<file path="src/rtl/sprite_pkg.sv">
// Shared constants for the sprite RAM arbiter: memory map, sprite bases,
// requester indices and the round-robin index helper.
package sprite_pkg;

   localparam int MEM_DEPTH   = 1707;
   localparam int MEM_LAST    = 1706;
   localparam int BLANK_ADDR  = 1706;
   localparam int SKY_ADDR    = 1704;
   localparam int GROUND_ADDR = 1705;

   localparam int CANNONBALL_BASE  = 0;
   localparam int CANNONBALL_SIZE  = 204;
   localparam int DEMO_RED_R_BASE  = 204;
   localparam int DEMO_RED_L_BASE  = 579;
   localparam int DEMO_BLUE_R_BASE = 954;
   localparam int DEMO_BLUE_L_BASE = 1329;
   localparam int DEMO_SIZE        = 375;

   typedef enum logic [1:0] {
      REQ_VIDEO  = 2'd0,
      REQ_GAME_A = 2'd1,
      REQ_GAME_B = 2'd2
   } req_idx_e;

   // k-th candidate after the pointer, walking only the game clients 1..n-1
   function automatic int rr_index(input int ptr, input int k, input int n);
      int p;
      p = ((ptr < 1) || (ptr >= n)) ? 1 : ptr;
      return 1 + ((p - 1 + k) % (n - 1));
   endfunction

endpackage

</file>
<file path="src/rtl/sprite_rr_picker.sv">
// Combinational selector over the game-client requests (index 0 is ignored),
// searching upward from ptr with wrap; ptr tied to 1 gives fixed priority.
module sprite_rr_picker
   import sprite_pkg::*;
#(
   parameter int NUM_REQ = 3,
   parameter int PTR_W   = $clog2(NUM_REQ)
) (
   input  logic [NUM_REQ-1:0] req,
   input  logic [PTR_W-1:0]   ptr,
   output logic [NUM_REQ-1:0] gnt
);

   // first requesting client found from the pointer position wins
   always_comb begin
      gnt = {NUM_REQ{1'b0}};
      for (int k = 0; k < NUM_REQ - 1; k++) begin
         if ((gnt == {NUM_REQ{1'b0}}) && req[rr_index(int'(ptr), k, NUM_REQ)]) begin
            gnt[rr_index(int'(ptr), k, NUM_REQ)] = 1'b1;
         end else begin
            gnt = gnt;
         end
      end
   end

endmodule

</file>
<file path="src/rtl/sprite_ram_arbiter.sv">
// Sprite RAM read arbiter: video fetch has absolute priority, game clients share
// the rest. Define SPRITE_ARB_RR_EN for round-robin among clients (else fixed).
module sprite_ram_arbiter
   import sprite_pkg::*;
#(
   parameter int NUM_REQ      = 3,
   parameter int ADDR_W       = 11,
   parameter int DATA_W       = 8,
   parameter int STARVE_LIMIT = 15
) (
   input  logic                      clk,
   input  logic                      reset_n,
   input  logic [NUM_REQ-1:0]        req,
   input  logic [NUM_REQ*ADDR_W-1:0] addr,
   output logic [NUM_REQ-1:0]        gnt,
   output logic [NUM_REQ-1:0]        rvalid,
   output logic [DATA_W-1:0]         rdata,
   output logic                      oob_err,
   output logic [NUM_REQ-1:0]        starve,
   input  logic                      wr_req,
   input  logic [ADDR_W-1:0]         wr_addr,
   input  logic [DATA_W-1:0]         wr_data,
   output logic [ADDR_W-1:0]         ram_read_address,
   output logic [ADDR_W-1:0]         ram_write_address,
   output logic [DATA_W-1:0]         ram_data_in,
   output logic                      ram_we,
   input  logic [DATA_W-1:0]         ram_data_out
);

   localparam int PTR_W = $clog2(NUM_REQ);
   localparam int CNT_W = $clog2(STARVE_LIMIT + 1);
   localparam logic [ADDR_W-1:0] LAST_A  = ADDR_W'(MEM_LAST);
   localparam logic [ADDR_W-1:0] BLANK_A = ADDR_W'(BLANK_ADDR);
   localparam logic [CNT_W-1:0]  LIMIT_C = CNT_W'(STARVE_LIMIT);

   logic [PTR_W-1:0]   ptr_s;
   logic [NUM_REQ-1:0] pick_gnt_s;
   logic [NUM_REQ-1:0] gnt_s;
   logic [ADDR_W-1:0]  gaddr_s;
   logic               any_gnt_s;
   logic               oob_s;
   logic               ram_we_s;
   logic               bypass_hit_s;
   logic [DATA_W-1:0]  rdata_s;

   logic [NUM_REQ-1:0] rvalid_r;
   logic               oob_r;
   logic               bypass_r;
   logic [DATA_W-1:0]  bypass_data_r;
   logic [NUM_REQ-1:0] starve_r;
   logic [CNT_W-1:0]   wait_r     [NUM_REQ];
   logic [CNT_W-1:0]   wait_nxt_s [NUM_REQ];

`ifdef SPRITE_ARB_RR_EN
   logic [PTR_W-1:0] ptr_r;
   logic [PTR_W-1:0] ptr_nxt_s;
   logic [PTR_W-1:0] win_s;

   // pointer moves one past the client that just won, wrapping back to 1
   always_comb begin
      win_s = {PTR_W{1'b0}};
      for (int i = 1; i < NUM_REQ; i++) begin
         win_s = win_s | (PTR_W'(i) & {PTR_W{gnt_s[i]}});
      end
      if (any_gnt_s && !gnt_s[REQ_VIDEO]) begin
         ptr_nxt_s = (win_s == PTR_W'(NUM_REQ - 1)) ? PTR_W'(1) : (win_s + PTR_W'(1));
      end else begin
         ptr_nxt_s = ptr_r;
      end
   end

   // round-robin pointer register
   always_ff @(posedge clk or negedge reset_n) begin
      if (!reset_n) begin
         ptr_r <= PTR_W'(1);
      end else begin
         ptr_r <= ptr_nxt_s;
      end
   end

   assign ptr_s = ptr_r;
`else
   assign ptr_s = PTR_W'(1);
`endif

   sprite_rr_picker #(
      .NUM_REQ (NUM_REQ),
      .PTR_W   (PTR_W)
   ) u_picker (
      .req (req),
      .ptr (ptr_s),
      .gnt (pick_gnt_s)
   );

   // video overrides the picker; nothing is granted while in reset
   always_comb begin
      if (!reset_n) begin
         gnt_s = {NUM_REQ{1'b0}};
      end else if (req[REQ_VIDEO]) begin
         gnt_s = {{(NUM_REQ-1){1'b0}}, 1'b1};
      end else begin
         gnt_s = pick_gnt_s;
      end
   end

   // one-hot address mux and range/bypass decode
   always_comb begin
      gaddr_s = {ADDR_W{1'b0}};
      for (int i = 0; i < NUM_REQ; i++) begin
         gaddr_s = gaddr_s | (addr[i*ADDR_W +: ADDR_W] & {ADDR_W{gnt_s[i]}});
      end
      any_gnt_s    = |gnt_s;
      oob_s        = any_gnt_s && (gaddr_s > LAST_A);
      ram_we_s     = reset_n && wr_req && (wr_addr <= LAST_A);
      bypass_hit_s = any_gnt_s && !oob_s && ram_we_s && (wr_addr == gaddr_s);
   end

   assign gnt               = gnt_s;
   assign ram_read_address  = (any_gnt_s && !oob_s) ? gaddr_s : BLANK_A;
   assign ram_we            = ram_we_s;
   assign ram_write_address = wr_addr;
   assign ram_data_in       = wr_data;

   // read pipeline: RAM answers one cycle after the grant
   always_ff @(posedge clk or negedge reset_n) begin
      if (!reset_n) begin
         rvalid_r      <= {NUM_REQ{1'b0}};
         oob_r         <= 1'b0;
         bypass_r      <= 1'b0;
         bypass_data_r <= {DATA_W{1'b0}};
      end else begin
         rvalid_r      <= gnt_s;
         oob_r         <= oob_s;
         bypass_r      <= bypass_hit_s;
         bypass_data_r <= wr_data;
      end
   end

   // RAM is read-before-write, so a colliding write must be forwarded
   always_comb begin
      if (rvalid_r == {NUM_REQ{1'b0}}) begin
         rdata_s = {DATA_W{1'b0}};
      end else if (bypass_r) begin
         rdata_s = bypass_data_r;
      end else begin
         rdata_s = ram_data_out;
      end
   end

   assign rvalid  = rvalid_r;
   assign rdata   = rdata_s;
   assign oob_err = oob_r;

   // saturating wait counters; clear on grant or withdrawn request
   always_comb begin
      for (int i = 0; i < NUM_REQ; i++) begin
         if (gnt_s[i] || !req[i]) begin
            wait_nxt_s[i] = {CNT_W{1'b0}};
         end else if (wait_r[i] != LIMIT_C) begin
            wait_nxt_s[i] = wait_r[i] + CNT_W'(1);
         end else begin
            wait_nxt_s[i] = wait_r[i];
         end
      end
   end

   // wait counters and starvation status
   always_ff @(posedge clk or negedge reset_n) begin
      if (!reset_n) begin
         for (int i = 0; i < NUM_REQ; i++) begin
            wait_r[i] <= {CNT_W{1'b0}};
         end
         starve_r <= {NUM_REQ{1'b0}};
      end else begin
         for (int i = 0; i < NUM_REQ; i++) begin
            wait_r[i]   <= wait_nxt_s[i];
            starve_r[i] <= (wait_nxt_s[i] == LIMIT_C);
         end
      end
   end

   assign starve = starve_r;

endmodule

</file>
<file path="config.mk">
export PLATFORM = sky130hd
export DESIGN_NAME = sprite_ram_arbiter
export DESIGN_NICKNAME = d
export VERILOG_FILES = /design/src/rtl/sprite_pkg.sv /design/src/rtl/sprite_rr_picker.sv /design/src/rtl/sprite_ram_arbiter.sv
export SDC_FILE = /design/constraint.sdc
export NUM_CORES = 1
export LEC_CHECK = 0
export ABC_AREA = 1
export CORE_MARGIN = 2
export CORE_UTILIZATION = 45
export DETAILED_ROUTE_END_ITERATION = 16
export DONT_BUFFER_PORTS = 1
export PLACE_DENSITY = 0.69
export REMOVE_ABC_BUFFERS = 1
export SLEW_MARGIN = 10
export SYNTH_ARGS = -nofsm -noshare
export SYNTH_HDL_FRONTEND = slang
export SYNTH_HIERARCHICAL = 1
export SYNTH_SLANG_ARGS = --single-unit
</file>
<file path="constraint.sdc">
create_clock -name clk -period 3.1 [get_ports clk]
set_input_delay 0.62 -clock clk [delete_from_list [all_inputs] [get_ports clk]]
set_output_delay 0.62 -clock clk [all_outputs]
set_load 0.02 [all_outputs]
</file>
==> metrics.md, run 1 <==
| Metric | Value |
|---|---|
| RePlAce Congestion | `0.880` |
| Worst-path fanout max | `12` |
| P&R area growth vs syn | `-3.80%` |
| Vias in the first global route | `around 2000` |
| CP max stage cell | `nand2_2` |
| Max-cap violations | `0` |
| CTS buffer count | `3` |
| Die ar. | `just under 6000 sq um` |
| Post-synth top area share | `0.300` |
| Layout cell share with drive strength beyond 1 | `0.125` |
| Largest net degree at the start of global routing | `63` |
| Final wirelength | `approximately 5.8 mm` |
| CTS sink cnt | `28` |
| DR WL/cell | `about 15 um` |
| Post-Synthesis Cells | `337` |
| Num ports | `between 100 and 150` |
| Crit path time final | `2780 ps` |
| Initial antenna violation count | `0` |
| Hold crit path type | `in -> async` |
| Sequential share of the synthesized area | `0.300` |
| Power density over the cells | `roughly 350 nW/um^2` |
| Status | `completed` |
| Post-synthesis cell type count | `31` |
| First-iteration detailed-routing DRC count | `between 100 and 150` |
| Crit path buf inv count | `2` |
| Grt ovf | `0` |
| CTS tree | `yes` |
| FILL cells | `between 500 and 600` |
| Post-synth top cells | `nand2_1 (78), inv_1 (45), nand4_1 (33)` |
| CP top delay family | `simple AND/OR/NAND/NOR gates` |
| GR Util met3 | `0.0427` |
| Sequential cell area | `701 sq um` |
| Gate power share | `0.257` |
| Setup TNS | `0 ps` |
| Clk pwr share | `0.243` |
| Synth warn | `6` |
| ANT cells | `0` |
| CTS H-tree depth | `1` |
| Sw Pwr | `260 uW` |
| Synthesized cell area | `2340 sq um` |
| First-pass GRT wire length | `around 9.3 mm` |
| Clock slew at reported path FFs | `about 90 ps` |
| Clk buf depth | `2` |
| Gr usage total | `0.201` |
| VDD IR max | `164 uV` |
| Crit path kind | `in -> out` |
| Height of the die | `76.1 um` |
| Slew Limit Headroom | `0.606` |
| Async set-or-reset flop fraction in the synthesized netlist | `1.00` |
| Seq pwr share | `0.500` |
| Clk Latency, worst-skew pair | `270 ps` |
| Routed vias | `between 2000 and 2500` |
| # nets final | `383` |
| Area of the core | `5070 sq um` |
| EDFF count, synth | `0` |
| CP startpoint kind | `input pin` |
| Synth Register Bits | `28` |
| Root buffer cell | `clkbuf_8` |
| DRC | `0` |
| Hold_ws | `33.3 ps` |
| Internal power | `between 500 and 600 uW` |
| Pwr Total | `slightly below 800 uW` |
| Syn_area_per_cell | `between 6 and 7 sq um` |
| Die Width | `between 70 and 80 um` |
| Critical Path End Type | `output pin` |
| FP Rows | `26` |
| Max Freq | `roughly 360 MHz` |
| Part of the cycle the worst path needs | `0.898` |
| Clk_skew | `about 5.2 ps` |
| RSZ-0062 raised after global routing | `false` |
| Fin. max-slew vios | `0` |
| Critical-path cell list | `inv_1 > nand2_1 > nand2_2 > nand4_1 > nand3_1 > nand2_1 > nor2_1 > nand3_1 > nand2_4 > nand2_4 > nor2_1 > buf_4` |
| Synth area leaders | `dfrtp_1 (30%), nand2_1 (13%), nand4_1 (8.8%)` |
| Final hold viol count | `0` |
| Met1 Usage GRT | `0.218` |
| Arr. time, crit path | `between 2000 and 2500 ps` |
| Drt pass-1 iters | `4` |
| Hold-fix buffer count after cts | `0` |
| Input/output buffers | `0` |
| Post-route ant nets | `0` |
| CP required | `2480 ps` |
| Most numerous cell in the Yosys netlist | `nand2_1` |
| CP peak stage delay | `about 240 ps` |
| Switching share of power | `0.330` |
| Vias/cell | `around 5.5` |
| Pleak | `around 1.2 nW` |
| Main synth FF type | `dfrtp_1` |
| Cell taking the most area after synthesis | `dfrtp_1` |
| Met2 usage | `0.379` |
| HPWL Detailed | `approximately 4.6 mm` |
| Top Usage Layer GRT | `met2` |
| Footprint of the multi-input gates | `1210 sq um` |
| Final setup vio count | `0` |
| Initial Util | `0.461` |
| Worst-Margin Slew | `591 ps` |
-- sequential cells by signal, summed over array words and instances, names as in the netlist --
register	flops
wait_r	12
bypass_data_r	8
rvalid	3
starve	3
bypass_r	1
oob_err	1
-- cells in the final DEF, fill, tap and decap left out, types with 2 or more instances in the layout --
cell      synthesis  layout
nand3_1          30      30
ha_1              3       3
o21ai_0           2       2
inv_2             4       4
o21bai_1          2       2
nand2_4           2       2
a211oi_1          2       2
dfrtp_1          28      28
conb_1            3       3
clkbuf_8          0       3
nand2_1          78      77
mux2_2            8       8
nand3_2           4       4
nand4_1          33      33
a21oi_1           6       6
buf_4            20       2
nor2_1           28      28
nand2_2           4       5
nor3_1            6       6
nand3b_1          5       5
inv_1            45      45
or2_2             2       2
nor2_2            6       6
-- cells by family (layout without fill, tap and decap cells) --
| kind of cell | Yosys count | in the layout | synth area share |
|---|---|---|---|
| AO/OA/AOI/OAI | 14 | 14 | 0.0369 |
| XOR/XNOR | 1 | 1 | 0.00375 |
| adder cells (fa/ha/maj) | 3 | 3 | 0.0161 |
| buffers and inverters | 80 | 55 | 0.182 |
| flip-flops | 28 | 28 | 0.300 |
| multiplexers | 8 | 8 | 0.0385 |
| other | 3 | 3 | 0.00482 |
| AND/OR/NAND/NOR | 200 | 200 | 0.418 |
-- metrics by stage --
step	cells	instance area [sq um]	setup slack, ps	util
2_1_floorplan	307	2100	450	-
3_3_place_gp	379	2200	225	0.434
3_5_place_dp	379	2200	165	0.434
4_1_cts	382	2250	161	0.443
5_1_grt	382	2250	95.8	0.443
6_report	382	2250	317	0.443
-- power by group through the flow --
stage               registers (mW)  logic, mW  clock network [mW]
global placement             0.400      0.198                   0
global route                 0.396      0.227               0.222
CTS                          0.393      0.202               0.202
floorplan                    0.398      0.164                   0
finish                       0.393      0.202               0.191
detailed placement           0.401      0.202                   0
-- worst register-to-register path: stages, from the launching register on --
cell,delay (ps)
dfrtp_1,420
ha_1,230
nand2_1,80
inv_1,60
a211oi_1,330
nand3_1,130
nor2_1,100
-- area by class of cell --
class,count,area share
clock buffer,3,0.0184
inverter,50,0.0846
multi-input combinational,229,0.540
sequential,28,0.312
tap,70,0.0390
timing repair buffer,2,0.00668
-- final timing paths --
| path | start | end | slack, ps | depth (start not counted) |
|---|---|---|---|---|
| worst max register to register | wait_r[4]$_DFF_PN0_ | starve[1]$_DFF_PN0_ | 1690 | 6 |
| min in group clk | wr_data[1] | bypass_data_r[1]$_DFF_PN0_ | 370 | 0 |
| worst max-delay path | req[2] | ram_read_address[6] | 320 | 12 |
| worst min-delay path | reset_n | wait_r[4]$_DFF_PN0_ | 30 | 0 |
| worst min register to register | wait_r[3]$_DFF_PN0_ | wait_r[3]$_DFF_PN0_ | 570 | 2 |
| max in group asynchronous | reset_n | wait_r[11]$_DFF_PN0_ | 2970 | 0 |
-- per-layer routing --
layer / up-vias / wire (um)
li1: 1023 / -
met1: 940 / 2240
met2: 112 / 2970
met4: 0 / 137
met5: - / 0
met3: 10 / 437
-- repair_timing --
item,CTS,global route
endpoints found under the setup margin,0,2
gates resized for setup,0,1
buffers inserted,0,0
No activity file was read; power rests on OpenSTA's default activity.
==> run 2: changes to the inputs <==
Settings changed: PLACE_DENSITY 0.69 to 0.71.
Clock period 3.1 ns to 2.3 ns, I/O delays scaled along.
==> run 2 against run 1 <==
Highest routed layer unchanged. Largest power group unchanged. Register-to-register slack worse by 840 ps. Utilization up 7.7 points. Setup slack worse by 310 ps. Clock-buffer cell count unchanged. Critical path depth down 1. Combinational power up 83%. Hold slack better by 170 ps. First-iteration DRC count down 41%. Routed wire length up 7.7%. Sequential cell count unchanged.
==> metrics.md, run 2 (synthesis gave the netlist of run 1 again) <==
| Metric | Value |
|---|---|
| Status | `completed (unchanged)` |
| Root buffer cell | `clkbuf_8 (unchanged)` |
| Reg2Reg Launch Point | `wait_r[8]$_DFF_PN0_ (was wait_r[4]$_DFF_PN0_)` |
| RSZ-0062 raised after global routing | `true (was false)` |
| R2R depth | `7 (was 6)` |
| Area of the core | `5070 sq um (unchanged)` |
| R2r endpoint | `starve[0]$_DFF_PN0_ (was starve[1]$_DFF_PN0_)` |
| CTS sink cnt | `28 (unchanged)` |
| Die Width | `76.1 um (unchanged)` |
| CTS buffer count | `3 (unchanged)` |
| Final Non-Filler Cells | `411 (was 382)` |
| Clk buf depth | `2 (unchanged)` |
| Hold crit path type | `in -> reg (was in -> async)` |
| DP Worst Slack | `-95.8 ps (was 165 ps)` |
| Internal power | `884 uW (was 527 uW)` |
| Part of the cycle the worst path needs | `0.998` |
| Clk Latency, worst-skew pair | `280 ps (was 270 ps)` |
| Crit path from | `req[1] (was req[2])` |
| First-pass GRT wire length | `9.79 mm (was 9.35 mm)` |
| Hold Crit Start | `wr_data[2]` |
| # nets final | `411 (was 383)` |
| Cells after DPL | `402 (was 379)` |
| FP Rows | `26 (unchanged)` |
| Gr usage total | `0.207 (was 0.201)` |
| Footprint of the multi-input gates | `1300 sq um (was 1210 sq um)` |
| Worst-path fanout max | `12 (unchanged)` |
| Critical-path cell list | `a21oi_2 > buf_12 > nand4_1 > nand3_2 > nand2_2 > nor2_2 > nand3_2 > nand2_4 > nand2_8 > nor2_4 > buf_6 (was inv_1 > nand2_1 > nand2_2 > nand4_1 > nand3_1 > nand2_1 > nor2_1 > nand3_1 > nand2_4 > nand2_4 > nor2_1 > buf_4)` |
| Biggest register | `wait_r (unchanged)` |
| Initial Util | `0.461 (unchanged)` |
| Final Core Density | `0.520 (was 0.443)` |
| Routed vias | `2167 (was 2085)` |
| Input/output buffers | `0 (unchanged)` |
| CP top delay family | `simple AND/OR/NAND/NOR gates (unchanged)` |
| Power density over the cells | `489 nW/um^2 (was 350 nW/um^2)` |
| Vias in the first global route | `2117 (was 2021)` |
| Clock slew at reported path FFs | `100 ps (was 90 ps)` |
| DR WL/cell | `15.2 um (was 15.1 um)` |
| Largest net degree at the start of global routing | `36 (was 63)` |
| P&R area growth vs syn | `13.0% (was -3.80%)` |
| Drt pass-1 iters | `4 (unchanged)` |
| Commonest non-fill, non-tap cell in the layout | `nand2_1 (unchanged)` |
| Pleak | `1.39 nW (was 1.20 nW)` |
| CTS H-tree depth | `1 (unchanged)` |
| Layout cell share with drive strength beyond 1 | `0.240 (was 0.125)` |
| Final worst setup slack | `4.69 ps (was 317 ps)` |
| Final setup vio count | `0 (unchanged)` |
| Crit path top cell by count | `nand3_2` |
| Worst hold endpoint | `bypass_data_r[2]$_DFF_PN0_` |
| Clk pwr share | `0.304 (was 0.243)` |
| Final wirelength | `6.23 mm (was 5.78 mm)` |
| DRC | `0 (unchanged)` |
| R2R Setup Slk | `850 ps (was 1690 ps)` |
| Sequential cell area | `701 sq um (unchanged)` |
| CP max stage cell | `a21oi_2 (was nand2_2)` |
| Crit path time final | `2300 ps` |
| Grt ovf | `0 (unchanged)` |
| CP peak stage delay | `160 ps (was 240 ps)` |
| Initial antenna violation count | `0 (unchanged)` |
| Vias/cell | `5.27 (was 5.46)` |
| VDD IR max | `236 uV (was 164 uV)` |
| CP required | `1840 ps (was 2480 ps)` |
| CP startpoint kind | `input pin (unchanged)` |
| Hold path cells | `0` |
| HPWL Detailed | `4.75 mm (was 4.59 mm)` |
| Final hold viol count | `0 (unchanged)` |
| CTS tree | `yes (unchanged)` |
| Seq pwr share | `0.411 (was 0.500)` |
| Commonest non-fill, non-tap cells in the layout | `nand2_1 (74), inv_1 (44), nand4_1 (33), dfrtp_1 (28), nand3_1 (24) (was nand2_1 (77), inv_1 (45), nand4_1 (33), nand3_1 (30))` |
| Num ports | `115 (unchanged)` |
| Largest regs | `wait_r: 12 flops, bypass_data_r: 8 flops (unchanged)` |
| Clk_skew | `1.28 ps (was 5.21 ps)` |
| Post-route ant nets | `0 (unchanged)` |
| Worst-Margin Slew | `562 ps (was 591 ps)` |
| Critical Path End Type | `output pin (unchanged)` |
| Switching share of power | `0.315 (was 0.330)` |
| Sw Pwr | `406 uW (was 260 uW)` |
| Fin. max-slew vios | `0 (unchanged)` |
| ANT cells | `0 (unchanged)` |
| Arr. time, crit path | `1840 ps (was 2160 ps)` |
| FILL cells | `546 (was 555)` |
| First-iteration detailed-routing DRC count | `69 (was 117)` |
| Die ar. | `5790 sq um (unchanged)` |
| RePlAce Congestion | `0.900 (was 0.880)` |
| Max-cap violations | `0 (unchanged)` |
| Gate power share | `0.286 (was 0.257)` |
| Crit path buf inv count | `2 (unchanged)` |
| Max Freq | `436 MHz` |
| Max FFs per register | `12 (unchanged)` |
| Height of the die | `76.1 um (unchanged)` |
| Slew Limit Headroom | `0.625 (was 0.606)` |
| Crit path kind | `in -> out (unchanged)` |
==> run 2: cell types whose count changed in the layout (fill, tap and decap cells not counted) <==
cell,delta
inv_6,+1
nand2_2,+2
buf_4,+19
inv_1,-1
nand3_2,+6
buf_12,+3
bufinv_16,+1
dlygate4sd3_1,+1
buf_6,+5
nand2_1,-3
nor2_4,+5
nand3_1,-6
nor2_1,-5
nand2_8,+1
==> run 2: how the worst max path moves through the flow <==
stage | end | slack, ps | cells past startpoint
floorplan | ram_read_address[6] | -30 | 10
global placement | ram_read_address[6] | -50 | 13
finish | ram_read_address[6] | 5 | 11
detailed placement | ram_read_address[6] | -100 | 13
CTS | ram_read_address[9] | 20 | 13
global route | ram_read_address[9] | -110 | 10
==> run 2: worst register-to-register path, cell delays in order (launching register included) <==
cell and delay (ps):
dfrtp_1 400, ha_1 190, nand2_1 70, nor2_1 240, nor2_1 90, nor2_1 160, nand2_1 70, nor3_1 150
==> run 2: layer usage <==
metal,up-vias,GRT usage,routed length [um]
met5,-,0,0
li1,1080,-,-
met4,0,0.0491,91
met1,960,0.227,2430
met2,119,0.411,3280
met3,8,0.0320,427
==> run 2: per-stage QoR <==
stage	area [sq um]	hold WS [ps]	power, mW	setup TNS, ps
6_report	2640	200	1.29	0
5_1_grt	2640	175	1.37	-868
4_1_cts	2520	189	1.28	0
3_5_place_dp	2400	166	0.857	-744
3_3_place_gp	2400	166	0.850	-249
2_1_floorplan	2100	164	0.758	-30.1
==> run 2: timing repair <==
| item | CTS | global route |
|---|---|---|
| pin swaps | 3 | 18 |
| setup endpoints to repair | 11 | 11 |
| endpoints found under the hold margin | 28 | 0 |
| resized for setup | 6 | 24 |
| buffers inserted | 0 | 3 |
| hold buffers | 2 | 0 |
| cloned | 0 | 0 |
==> run 2: final cells by class <==
cell class	count	share of cell area
inverters	50	0.0739
repair buffers	30	0.108
multi-input cells	229	0.493
clock inverters	1	0.0114
flip-flops and latches	28	0.265
clock buffers	3	0.0156
well taps	70	0.0332
==> run 2: power groups by stage <==
stage	sequential, mW	clock [mW]	combinational, mW
floorplan	0.536	0	0.222
global placement	0.538	0	0.312
detailed placement	0.540	0	0.317
CTS	0.530	0.408	0.339
global route	0.533	0.435	0.402
finish	0.530	0.392	0.369
==> run 3: changes to the inputs <==
Settings changed: RECOVER_POWER from default to 25.
==> run 3 against run 2 <==
The flow now finishes with violations (capacitance limit, slew limit). Combinational power fell by 1%. Sequential power barely moved. Critical path depth did not move. Routed wire length rose by 0.27%. Hold slack improved by 1.1 ps. Sequential share of layout area rose by 0.16 points. Sequential cell count did not move. Highest routed layer unchanged.
==> metrics.md, run 3 (synthesis gave the netlist of run 1 again) <==
| Metric | Value |
|---|---|
| Worst-Margin Slew | `1620 ps (was 562 ps)` |
| RePlAce Congestion | `0.900 (unchanged)` |
| Slew Limit Headroom | `-0.0833 (was 0.625)` |
| Part of the cycle the worst path needs | `0.998 (about the same)` |
| RSZ-0062 raised after global routing | `true (unchanged)` |
| Sw Pwr | `406 uW (about the same)` |
| Seq pwr share | `0.412 (was 0.411)` |
| Vias in the first global route | `2117 (unchanged)` |
| Input/output buffers | `0 (unchanged)` |
| Max Freq | `436 MHz (about the same)` |
| Die Width | `76.1 um (unchanged)` |
| DRC | `0 (unchanged)` |
| P&R area growth vs syn | `12.3% (was 13.0%)` |
| VDD IR max | `235 uV (was 236 uV)` |
| Critical Path End Type | `output pin (unchanged)` |
| ANT cells | `0 (unchanged)` |
| Clock slew at reported path FFs | `100 ps (about the same)` |
| Hold crit path type | `in -> reg (unchanged)` |
| Post-route ant nets | `0 (unchanged)` |
| Final worst setup slack | `3.95 ps (was 4.69 ps)` |
| Gr usage total | `0.207 (unchanged)` |
| Final wirelength | `6.25 mm (was 6.23 mm)` |
| CTS tree | `yes (unchanged)` |
| FP Rows | `26 (unchanged)` |
| Largest net degree at the start of global routing | `36 (unchanged)` |
| Routed vias | `2166 (was 2167)` |
| Layout cell share with drive strength beyond 1 | `0.238 (was 0.240)` |
| Initial Util | `0.461 (unchanged)` |
| Worst-path fanout max | `12 (unchanged)` |
| Internal power | `881 uW (was 884 uW)` |
| CTS H-tree depth | `1 (unchanged)` |
| DR WL/cell | `15.2 um (about the same)` |
| Clk Latency, worst-skew pair | `270 ps (was 280 ps)` |
| Max FFs per register | `12 (unchanged)` |
| CP required | `1840 ps (about the same)` |
| CTS sink cnt | `28 (unchanged)` |
| Final hold viol count | `0 (unchanged)` |
| Violated checks | `capacitance limit, slew limit` |
| Hold_ws | `201 ps (was 200 ps)` |
| Max-cap violations | `1 (was 0)` |
| Crit path time final | `2300 ps (about the same)` |
| Root buffer cell | `clkbuf_8 (unchanged)` |
| Area of the core | `5070 sq um (unchanged)` |
| Vias/cell | `5.27 (about the same)` |
| # nets final | `411 (unchanged)` |
| Pleak | `1.38 nW (was 1.39 nW)` |
| Initial antenna violation count | `0 (unchanged)` |
| CTS buffer count | `3 (unchanged)` |
| Commonest non-fill, non-tap cells in the layout | `nand2_1 (74), inv_1 (44), nand4_1 (33), dfrtp_1 (28), nand3_1 (24) (unchanged)` |
| Setup TNS | `0 ps (unchanged)` |
| HPWL Detailed | `4.75 mm (unchanged)` |
| Crit path kind | `in -> out (unchanged)` |
| Grt ovf | `0 (unchanged)` |
| Fin. max-slew vios | `29 (was 0)` |
| Arr. time, crit path | `1840 ps (about the same)` |
| Clk_skew | `1.30 ps (was 1.28 ps)` |
| First-iteration detailed-routing DRC count | `83 (was 69)` |
| Gate power share | `0.284 (was 0.286)` |
| Biggest register | `wait_r (unchanged)` |
| Final Core Density | `0.517 (was 0.520)` |
| Die ar. | `5790 sq um (unchanged)` |
| Clk buf depth | `2 (unchanged)` |
| Height of the die | `76.1 um (unchanged)` |
| Clk pwr share | `0.304 (about the same)` |
| CP startpoint kind | `input pin (unchanged)` |
| Num ports | `115 (unchanged)` |
| Pwr Total | `1.29 mW (about the same)` |
| Power density over the cells | `490 nW/um^2 (was 489 nW/um^2)` |
| Commonest non-fill, non-tap cell in the layout | `nand2_1 (unchanged)` |
| Switching share of power | `0.315 (about the same)` |
| DP Worst Slack | `-95.8 ps (unchanged)` |
| First-pass GRT wire length | `9.79 mm (unchanged)` |
| Final setup vio count | `0 (unchanged)` |
| Status | `complete, but fails checks (was completed)` |
| Largest regs | `wait_r: 12 flops, bypass_data_r: 8 flops (unchanged)` |
| Drt pass-1 iters | `4 (unchanged)` |
[run 3: changes by cell type in the layout (fill, tap and decap cells not counted)]
cell | before | now
buf_12 | 3 | 2
clkbuf_1 | 0 | 1
[run 3: power by group through the flow]
stage / clock [mW] / sequential [mW] / combinational, mW
floorplan: 0 / 0.536 / 0.222
global placement: 0 / 0.538 / 0.312
detailed placement: 0 / 0.540 / 0.317
CTS: 0.408 / 0.530 / 0.339
global route: 0.435 / 0.533 / 0.398
finish: 0.391 / 0.530 / 0.365
[run 3: layer usage]
layer / share of wire / vias up / routed length [um] / global-route usage
met1: 0.39 / 967 / 2430 / 0.227
met3: 0.068 / 6 / 427 / 0.0320
met5: 0 / - / 0 / 0
li1: - / 1078 / - / -
met2: 0.53 / 115 / 3320 / 0.411
met4: 0.011 / 0 / 66 / 0.0491
[run 3: cell type report]
type                    count  area (sq um)
flip-flops and latches     28           701
repair buffers             30           268
inverters                  50           195
fillers                   549          2450
clock buffers               3          41.3
multi-input cells         229          1300
clock inverters             1          30.0
well taps                  70          87.6
[run 3: stage by stage]
step / area (sq um) / std cells
2_1_floorplan: 2100 / 307
3_3_place_gp: 2400 / 402
3_5_place_dp: 2400 / 402
4_1_cts: 2520 / 408
5_1_grt: 2630 / 411
6_report: 2630 / 411
[run 3: timing repair]
item                       4_1_cts  5_1_grt
hold endpoints to repair        28        0
setup endpoints to repair       11       11
gates resized for setup          6       24
hold buffers                     2        0
pin swaps                        3       18
gates cloned                     0        0
setup buffers                    0        3
[run 3: final timing paths]
kind,from,end,slack (ps),cells after the start
setup / recovery,req[1],ram_read_address[6],4,11
hold / removal,wr_data[2],bypass_data_r[2]$_DFF_PN0_,200,0
setup reg to reg,wait_r[8]$_DFF_PN0_,starve[0]$_DFF_PN0_,850,7
hold reg to reg,wait_r[3]$_DFF_PN0_,wait_r[3]$_DFF_PN0_,570,2
max in group asynchronous,reset_n,oob_err$_DFF_PN0_,230,2
min in group asynchronous,reset_n,wait_r[5]$_DFF_PN0_,1120,2
[run 3: worst max-delay path, stage by stage]
cell	delay (ps)
a21oi_2	160
buf_12	160
nand4_1	140
nand3_2	150
nand2_2	70
nor2_2	120
nand3_2	110
nand2_4	120
nand2_8	100
nor2_4	120
buf_6	120
